$ cat config.mk
export PLATFORM = sky130hd
export DESIGN_NAME = axi_burst_master
export DESIGN_NICKNAME = d
export VERILOG_FILES = /design/src/rtl/axi_burst_master.sv
export SDC_FILE = /design/constraint.sdc
export NUM_CORES = 2
export LEC_CHECK = 0
export BUFFER_PORTS_ARGS = -buffer_cell sky130_fd_sc_hd__buf_2
export CELL_PAD_IN_SITES_DETAIL_PLACEMENT = 1
export CELL_PAD_IN_SITES_GLOBAL_PLACEMENT = 1
export CORE_AREA = 2 2 494 496
export DETAILED_ROUTE_END_ITERATION = 10
export DIE_AREA = 0 0 496 498
export PLACE_DENSITY = 0.4
export SLEW_MARGIN = 20
export SYNTH_ARGS = -nofsm -noshare
export SYNTH_HDL_FRONTEND = slang
export SYNTH_SLANG_ARGS = --single-unit
$ cat constraint.sdc
create_clock -name clk -period 60.5 [get_ports clk]
set_input_delay 12.1 -clock clk [delete_from_list [all_inputs] [get_ports clk]]
set_output_delay 12.1 -clock clk [all_outputs]
set_load 0.02 [all_outputs]
$ cat src/rtl/axi_burst_master.sv
// rtl/axi_burst_master.sv - AXI3 single-outstanding burst master for cache-line refill/writeback
// Optional macro AXI_BURST_MASTER_STAT_EN adds read/write/error completion counters.
module axi_burst_master #(
  parameter int ADDR_W    = 32,
  parameter int DATA_W    = 32,
  parameter int BURST_LEN = 16,
  parameter int AXI_ID    = 0
) (
  input  logic                        clk,
  input  logic                        rst,
  input  logic                        req_valid,
  output logic                        req_ready,
  input  logic                        req_write,
  input  logic [ADDR_W-1:0]           req_addr,
  input  logic [BURST_LEN*DATA_W-1:0] line_in,
  output logic [BURST_LEN*DATA_W-1:0] line_out,
  output logic                        resp_valid,
  output logic                        resp_err,
  output logic [3:0]                  arid,
  output logic [ADDR_W-1:0]           araddr,
  output logic [7:0]                  arlen,
  output logic [2:0]                  arsize,
  output logic [1:0]                  arburst,
  output logic                        arvalid,
  output logic [1:0]                  arlock,
  output logic [3:0]                  arcache,
  output logic [2:0]                  arprot,
  input  logic                        arready,
  input  logic [3:0]                  rid,
  input  logic [DATA_W-1:0]           rdata,
  input  logic [1:0]                  rresp,
  input  logic                        rlast,
  input  logic                        rvalid,
  output logic                        rready,
  output logic [3:0]                  awid,
  output logic [ADDR_W-1:0]           awaddr,
  output logic [7:0]                  awlen,
  output logic [2:0]                  awsize,
  output logic [1:0]                  awburst,
  output logic                        awvalid,
  output logic [1:0]                  awlock,
  output logic [3:0]                  awcache,
  output logic [2:0]                  awprot,
  input  logic                        awready,
  output logic [3:0]                  wid,
  output logic [DATA_W-1:0]           wdata,
  output logic [DATA_W/8-1:0]         wstrb,
  output logic                        wlast,
  output logic                        wvalid,
  input  logic                        wready,
  input  logic [3:0]                  bid,
  input  logic [1:0]                  bresp,
  input  logic                        bvalid,
  output logic                        bready
`ifdef AXI_BURST_MASTER_STAT_EN
  ,
  output logic [31:0]                 stat_rd_cnt,
  output logic [31:0]                 stat_wr_cnt,
  output logic [31:0]                 stat_err_cnt
`endif
);

  localparam int LINE_W = BURST_LEN * DATA_W;
  localparam int OFF_W  = $clog2(LINE_W / 8);
  localparam int CNT_W  = 9;
  localparam logic [ADDR_W-1:0] ADDR_MASK = ~((ADDR_W'(1) << OFF_W) - ADDR_W'(1));
  localparam logic [CNT_W-1:0]  BEAT_CNT  = CNT_W'(BURST_LEN);
  localparam logic [CNT_W-1:0]  LAST_BEAT = CNT_W'(BURST_LEN - 1);

  if (BURST_LEN < 1 || BURST_LEN > 256 || LINE_W / 8 > 4096 ||
      (DATA_W != 32 && DATA_W != 64)) begin : g_bad_cfg
    $error("axi_burst_master: illegal DATA_W/BURST_LEN combination");
  end

  typedef enum logic [2:0] {IDLE, RADDR, RDATA, WADDR, WDATA, WRESP, DONE} state_e;

  state_e              state_q;
  logic [ADDR_W-1:0]   addr_q;
  logic                write_q;
  logic                err_q;
  logic [CNT_W-1:0]    beat_q;
  logic [LINE_W-1:0]   line_q;
  logic [LINE_W-1:0]   line_out_q;
  logic                req_ready_q;
  logic                arvalid_q;
  logic                rready_q;
  logic                awvalid_q;
  logic                wvalid_q;
  logic                bready_q;
  logic                resp_valid_q;
  logic                resp_err_q;
  logic [DATA_W-1:0]   wdata_c;
  logic                rd_err_c;

  // Error state including the beat currently on R: bad response, overflow, or short/long burst at rlast.
  assign rd_err_c = err_q | rresp[1] | (beat_q >= BEAT_CNT) | (rlast & (beat_q != LAST_BEAT));

  always_comb begin
    wdata_c = '0;
    for (int k = 0; k < BURST_LEN; k++) begin
      if (beat_q == CNT_W'(k)) wdata_c = line_q[k*DATA_W +: DATA_W];
    end
  end

  always_ff @(posedge clk or posedge rst) begin
    if (rst) begin
      state_q      <= IDLE;
      addr_q       <= '0;
      write_q      <= 1'b0;
      err_q        <= 1'b0;
      beat_q       <= '0;
      line_q       <= '0;
      line_out_q   <= '0;
      req_ready_q  <= 1'b0;
      arvalid_q    <= 1'b0;
      rready_q     <= 1'b0;
      awvalid_q    <= 1'b0;
      wvalid_q     <= 1'b0;
      bready_q     <= 1'b0;
      resp_valid_q <= 1'b0;
      resp_err_q   <= 1'b0;
    end else begin
      resp_valid_q <= 1'b0;
      resp_err_q   <= 1'b0;
      case (state_q)
        IDLE: begin
          req_ready_q <= 1'b1;
          if (req_valid && req_ready_q) begin
            req_ready_q <= 1'b0;
            addr_q      <= req_addr & ADDR_MASK;
            write_q     <= req_write;
            beat_q      <= '0;
            err_q       <= 1'b0;
            if (req_write) begin
              line_q    <= line_in;
              awvalid_q <= 1'b1;
              state_q   <= WADDR;
            end else begin
              arvalid_q <= 1'b1;
              state_q   <= RADDR;
            end
          end
        end
        RADDR: if (arready) begin
          arvalid_q <= 1'b0;
          rready_q  <= 1'b1;
          state_q   <= RDATA;
        end
        RDATA: if (rvalid) begin
          if (beat_q < BEAT_CNT) begin
            for (int k = 0; k < BURST_LEN; k++) begin
              if (beat_q == CNT_W'(k)) line_out_q[k*DATA_W +: DATA_W] <= rdata;
            end
            beat_q <= beat_q + CNT_W'(1);
          end
          err_q <= rd_err_c;
          if (rlast) begin
            rready_q     <= 1'b0;
            resp_valid_q <= 1'b1;
            resp_err_q   <= rd_err_c;
            state_q      <= DONE;
          end
        end
        WADDR: if (awready) begin
          awvalid_q <= 1'b0;
          wvalid_q  <= 1'b1;
          state_q   <= WDATA;
        end
        WDATA: if (wready) begin
          beat_q <= beat_q + CNT_W'(1);
          if (beat_q == LAST_BEAT) begin
            wvalid_q <= 1'b0;
            bready_q <= 1'b1;
            state_q  <= WRESP;
          end
        end
        WRESP: if (bvalid) begin
          bready_q     <= 1'b0;
          err_q        <= err_q | bresp[1];
          resp_valid_q <= 1'b1;
          resp_err_q   <= err_q | bresp[1];
          state_q      <= DONE;
        end
        default: begin
          req_ready_q <= 1'b1;
          state_q     <= IDLE;
        end
      endcase
    end
  end

`ifdef AXI_BURST_MASTER_STAT_EN
  always_ff @(posedge clk or posedge rst) begin
    if (rst) begin
      stat_rd_cnt  <= '0;
      stat_wr_cnt  <= '0;
      stat_err_cnt <= '0;
    end else if (resp_valid_q) begin
      if (write_q) stat_wr_cnt <= stat_wr_cnt + 32'd1;
      else         stat_rd_cnt <= stat_rd_cnt + 32'd1;
      if (resp_err_q) stat_err_cnt <= stat_err_cnt + 32'd1;
    end
  end
`endif

  wire unused_inputs = ^{rid, bid, rresp[0], bresp[0]};

  assign req_ready  = req_ready_q;
  assign line_out   = line_out_q;
  assign resp_valid = resp_valid_q;
  assign resp_err   = resp_err_q;

  assign arid    = 4'(AXI_ID);
  assign araddr  = addr_q;
  assign arlen   = 8'(BURST_LEN - 1);
  assign arsize  = 3'($clog2(DATA_W / 8));
  assign arburst = 2'b01;
  assign arvalid = arvalid_q;
  assign arlock  = 2'b00;
  assign arcache = 4'b0000;
  assign arprot  = 3'b000;
  assign rready  = rready_q;

  assign awid    = 4'(AXI_ID);
  assign awaddr  = addr_q;
  assign awlen   = 8'(BURST_LEN - 1);
  assign awsize  = 3'($clog2(DATA_W / 8));
  assign awburst = 2'b01;
  assign awvalid = awvalid_q;
  assign awlock  = 2'b00;
  assign awcache = 4'b0000;
  assign awprot  = 3'b000;

  assign wid    = 4'(AXI_ID);
  assign wdata  = wdata_c;
  assign wstrb  = '1;
  assign wlast  = wvalid_q & (beat_q == LAST_BEAT);
  assign wvalid = wvalid_q;
  assign bready = bready_q;

endmodule

==> flow_summary.ini <==
[critical_path]
cp_max_fo = 37
cp-end-kind = primary output
start_kind = register
cp.arrival_ns = 5.14
worstSetupPathType = register to primary output
crit_required_ns = 48.40

[yosys]
ys_types = 63
synth_flop_cell = dfrtp_1
yosysSeqAreaShare_pct = 57.7
netlist_area_um2 = 46400
synthArstFlopShare_pct = 100
avgSynthCellArea_um2 = 13.1
synth_edf_count = 0
synth_seq_cells = 1071
synthCells = 3538
yosysWarnings = 0

[placement]
routabilityCongestion = 0.789
hpwlAfterDp_um = 173000
placed_cells = 7690
portBuffers = 1186

[routing]
route.detailed.drc = 0
wl_per_cell_um = 29.3
dr.pass1.iters = 4
viasPerCell = 4.33
dr_total_vias = 34739
drtAntennaViolNets = 0
routed_wl_um = 235000
dr.first_iter.drc_count = 1835

[sta]
rsz0062_at_grt = false
setup_viol = 0
whs_ns = 0.482
relSlewSlack_pct = 17.7
fin_crit_ns = 17.24
fin_skew_ns = 0.0567
finalHoldViolations = 0
slew_viol_final = 0
tightestPinTransition_ns = 1.23
min_period_over_period_pct = 28.5
timing.setup.tns_ns = 0
maxClockFrequency_mhz = 58.0

[pwr]
p_sw_share_pct = 39.4
p_int_mw = 1.95
ir_worst_vdd_mv = 0.0270
power_frac_comb_pct = 37.1
p_sw_mw = 1.27
p_leak_nw = 28.9
p_per_area_nw_per_um2 = 53.0
p_clk_share_pct = 27.1
seq_power_share_pct = 35.8

[clock_network]
root_buffer = clkbuf_16
cts_setup_buffers = 0
hold_buffers = 0
htree_num_levels = 4
cts.sinks = 1071
cts_tree = yes
path_clk_slew_ns = 0.06
cts_resized = 0
clk_latency_ns = 0.83
clock_path_buffers = 3
cts-buffers-inserted = 142

[global_route]
grt_pass1_vias = 35953
track_usage_pct = 18.6
grt_antenna_before_repair = 250
grt_max_degree = 167
gr-total-overflow = 0
grt_pass1_wl_um = 318000

[cells_and_area]
layout.nets = 5234
final_cell_mix = buf_2 (1186), dfrtp_1 (1069), mux2_2 (980)
final_util_pct = 25.1
instances_no_fill = 8016
final_common_cell = buf_2
drive_above_1_share_pct = 52.9
area_growth_pct = 30.5

[die]
dieArea_um2 = 247000
start_util_pct = 19.2
fp-row-count = 181
io_pins = 1275
dieHeight_um = 498
die_x_um = 496
core_area_um2 = 242000

[job]
cap_violations = 0

[hold_path]
hold_class = register to register

[outcome]
outcome = finished, final reports clean
worst max-delay path, cell delays in order, from the launching register on:
cell	delay (ns)
dfrtp_1	0.50
inv_1	0.21
ha_4	0.57
buf_4	0.56
nor2b_4	0.24
buf_4	0.49
a221o_1	0.31
o211ai_1	0.39
a2111o_1	0.64
o211ai_1	0.13
buf_2	0.22
worst paths after layout:
path	slack (ns)	endpoint	cells past startpoint	startpoint
min in group asynchronous	11.42	line_q[82]	2	rst
hold reg to reg	0.48	line_out[119]	1	line_out[119]
max in group asynchronous	45.21	beat_q[3]	6	rst
hold / removal	0.48	line_out[119]	1	line_out[119]
setup / recovery	43.26	wdata[24]	10	beat_q[0]
setup reg to reg	56.66	line_out[392]	6	beat_q[2]
logic make-up after synthesis:
family          after synthesis  synth area share [%]
compound gates              657                  9.23
xor+xnor                      1                0.0189
fa+ha+maj                     4                 0.108
buf+inv                     436                  4.62
flops                      1071                  57.7
mux                        1013                  24.6
other cells                   2                0.0162
simple gates                354                  3.72
flip-flops by register name (all words and copies together), names as in the netlist, 3 cells and up:
| name | flops |
|---|---|
| araddr | 26 |
| beat_q | 9 |
| line_q | 512 |
| state_q | 3 |
| line_out | 512 |
metrics by stage:
step / area [um2] / setup WS (ns) / power, mW
CTS: 60400 / 42.92 / 3.28
detailed placement: 55600 / 43.82 / 2.38
global route: 60600 / 42.86 / 3.41
floorplan: 46700 / 18.25 / 1.84
finish: 60600 / 43.26 / 3.21
global placement: 55600 / 43.82 / 2.36
power by group through the flow:
stage,Combinational (mW),Clock [mW],Sequential [mW]
3_3_place_gp,1.21,0,1.15
3_5_place_dp,1.21,0,1.16
2_1_floorplan,0.600,0,1.24
4_1_cts,1.22,0.908,1.15
6_report,1.19,0.872,1.15
5_1_grt,1.28,0.935,1.19
metal layers:
layer | up-vias | part of all wire (%) | track usage, %
li1 | 14977 | - | -
met4 | 138 | 3.5 | 7.33
met3 | 546 | 7.7 | 6.60
met2 | 1246 | 47 | 30.0
met1 | 17832 | 41 | 22.5
met5 | - | 0.36 | 0
layout make-up:
type                            instances  area (um2)
Inverter                               53         206
Fill cell                           26970      181000
Clock inverter                         47         718
Tap cell                             3202        4010
Sequential cell                      1071       26800
Timing Repair Buffer                 1263        6560
Multi-Input combinational cell       2101       18000
Clock buffer                          212        4130
Antenna cell                           67         168
synthesized netlist by cell type (3+ instances only):
library cell,number,area [um2]
a2111o_1,7,78.8
a2111oi_0,9,78.8
a211o_1,15,131
a211oi_1,9,67.6
a21o_1,11,82.6
a21oi_1,159,796
a221o_1,29,290
a221oi_1,46,403
a22oi_1,43,323
a311oi_1,13,114
a31oi_1,38,238
and2_1,16,100
and3_1,5,31.3
buf_1,30,113
buf_2,95,475
buf_4,103,773
clkbuf_1,154,578
dfrtp_1,1071,26800
ha_1,4,50.1
inv_1,52,195
mux2_1,32,360
mux2_2,980,11000
nand2_1,132,495
nand2b_1,39,244
nand3_1,33,165
nand3b_1,10,75.1
nand4_1,3,18.8
nor2_1,70,263
nor2b_1,7,43.8
nor3_1,8,40.0
nor3_2,3,30.0
nor3b_1,9,67.6
o211ai_1,27,203
o21a_1,4,30.0
o21ai_0,141,706
o22ai_1,67,419
o2bb2ai_1,12,105
o31ai_1,7,52.6
o32a_1,3,30.0
o32ai_1,6,52.6
or2_2,3,18.8
or3_1,3,18.8
or4_1,4,30.0
Note: power is estimated with default switching activity, not from simulation.
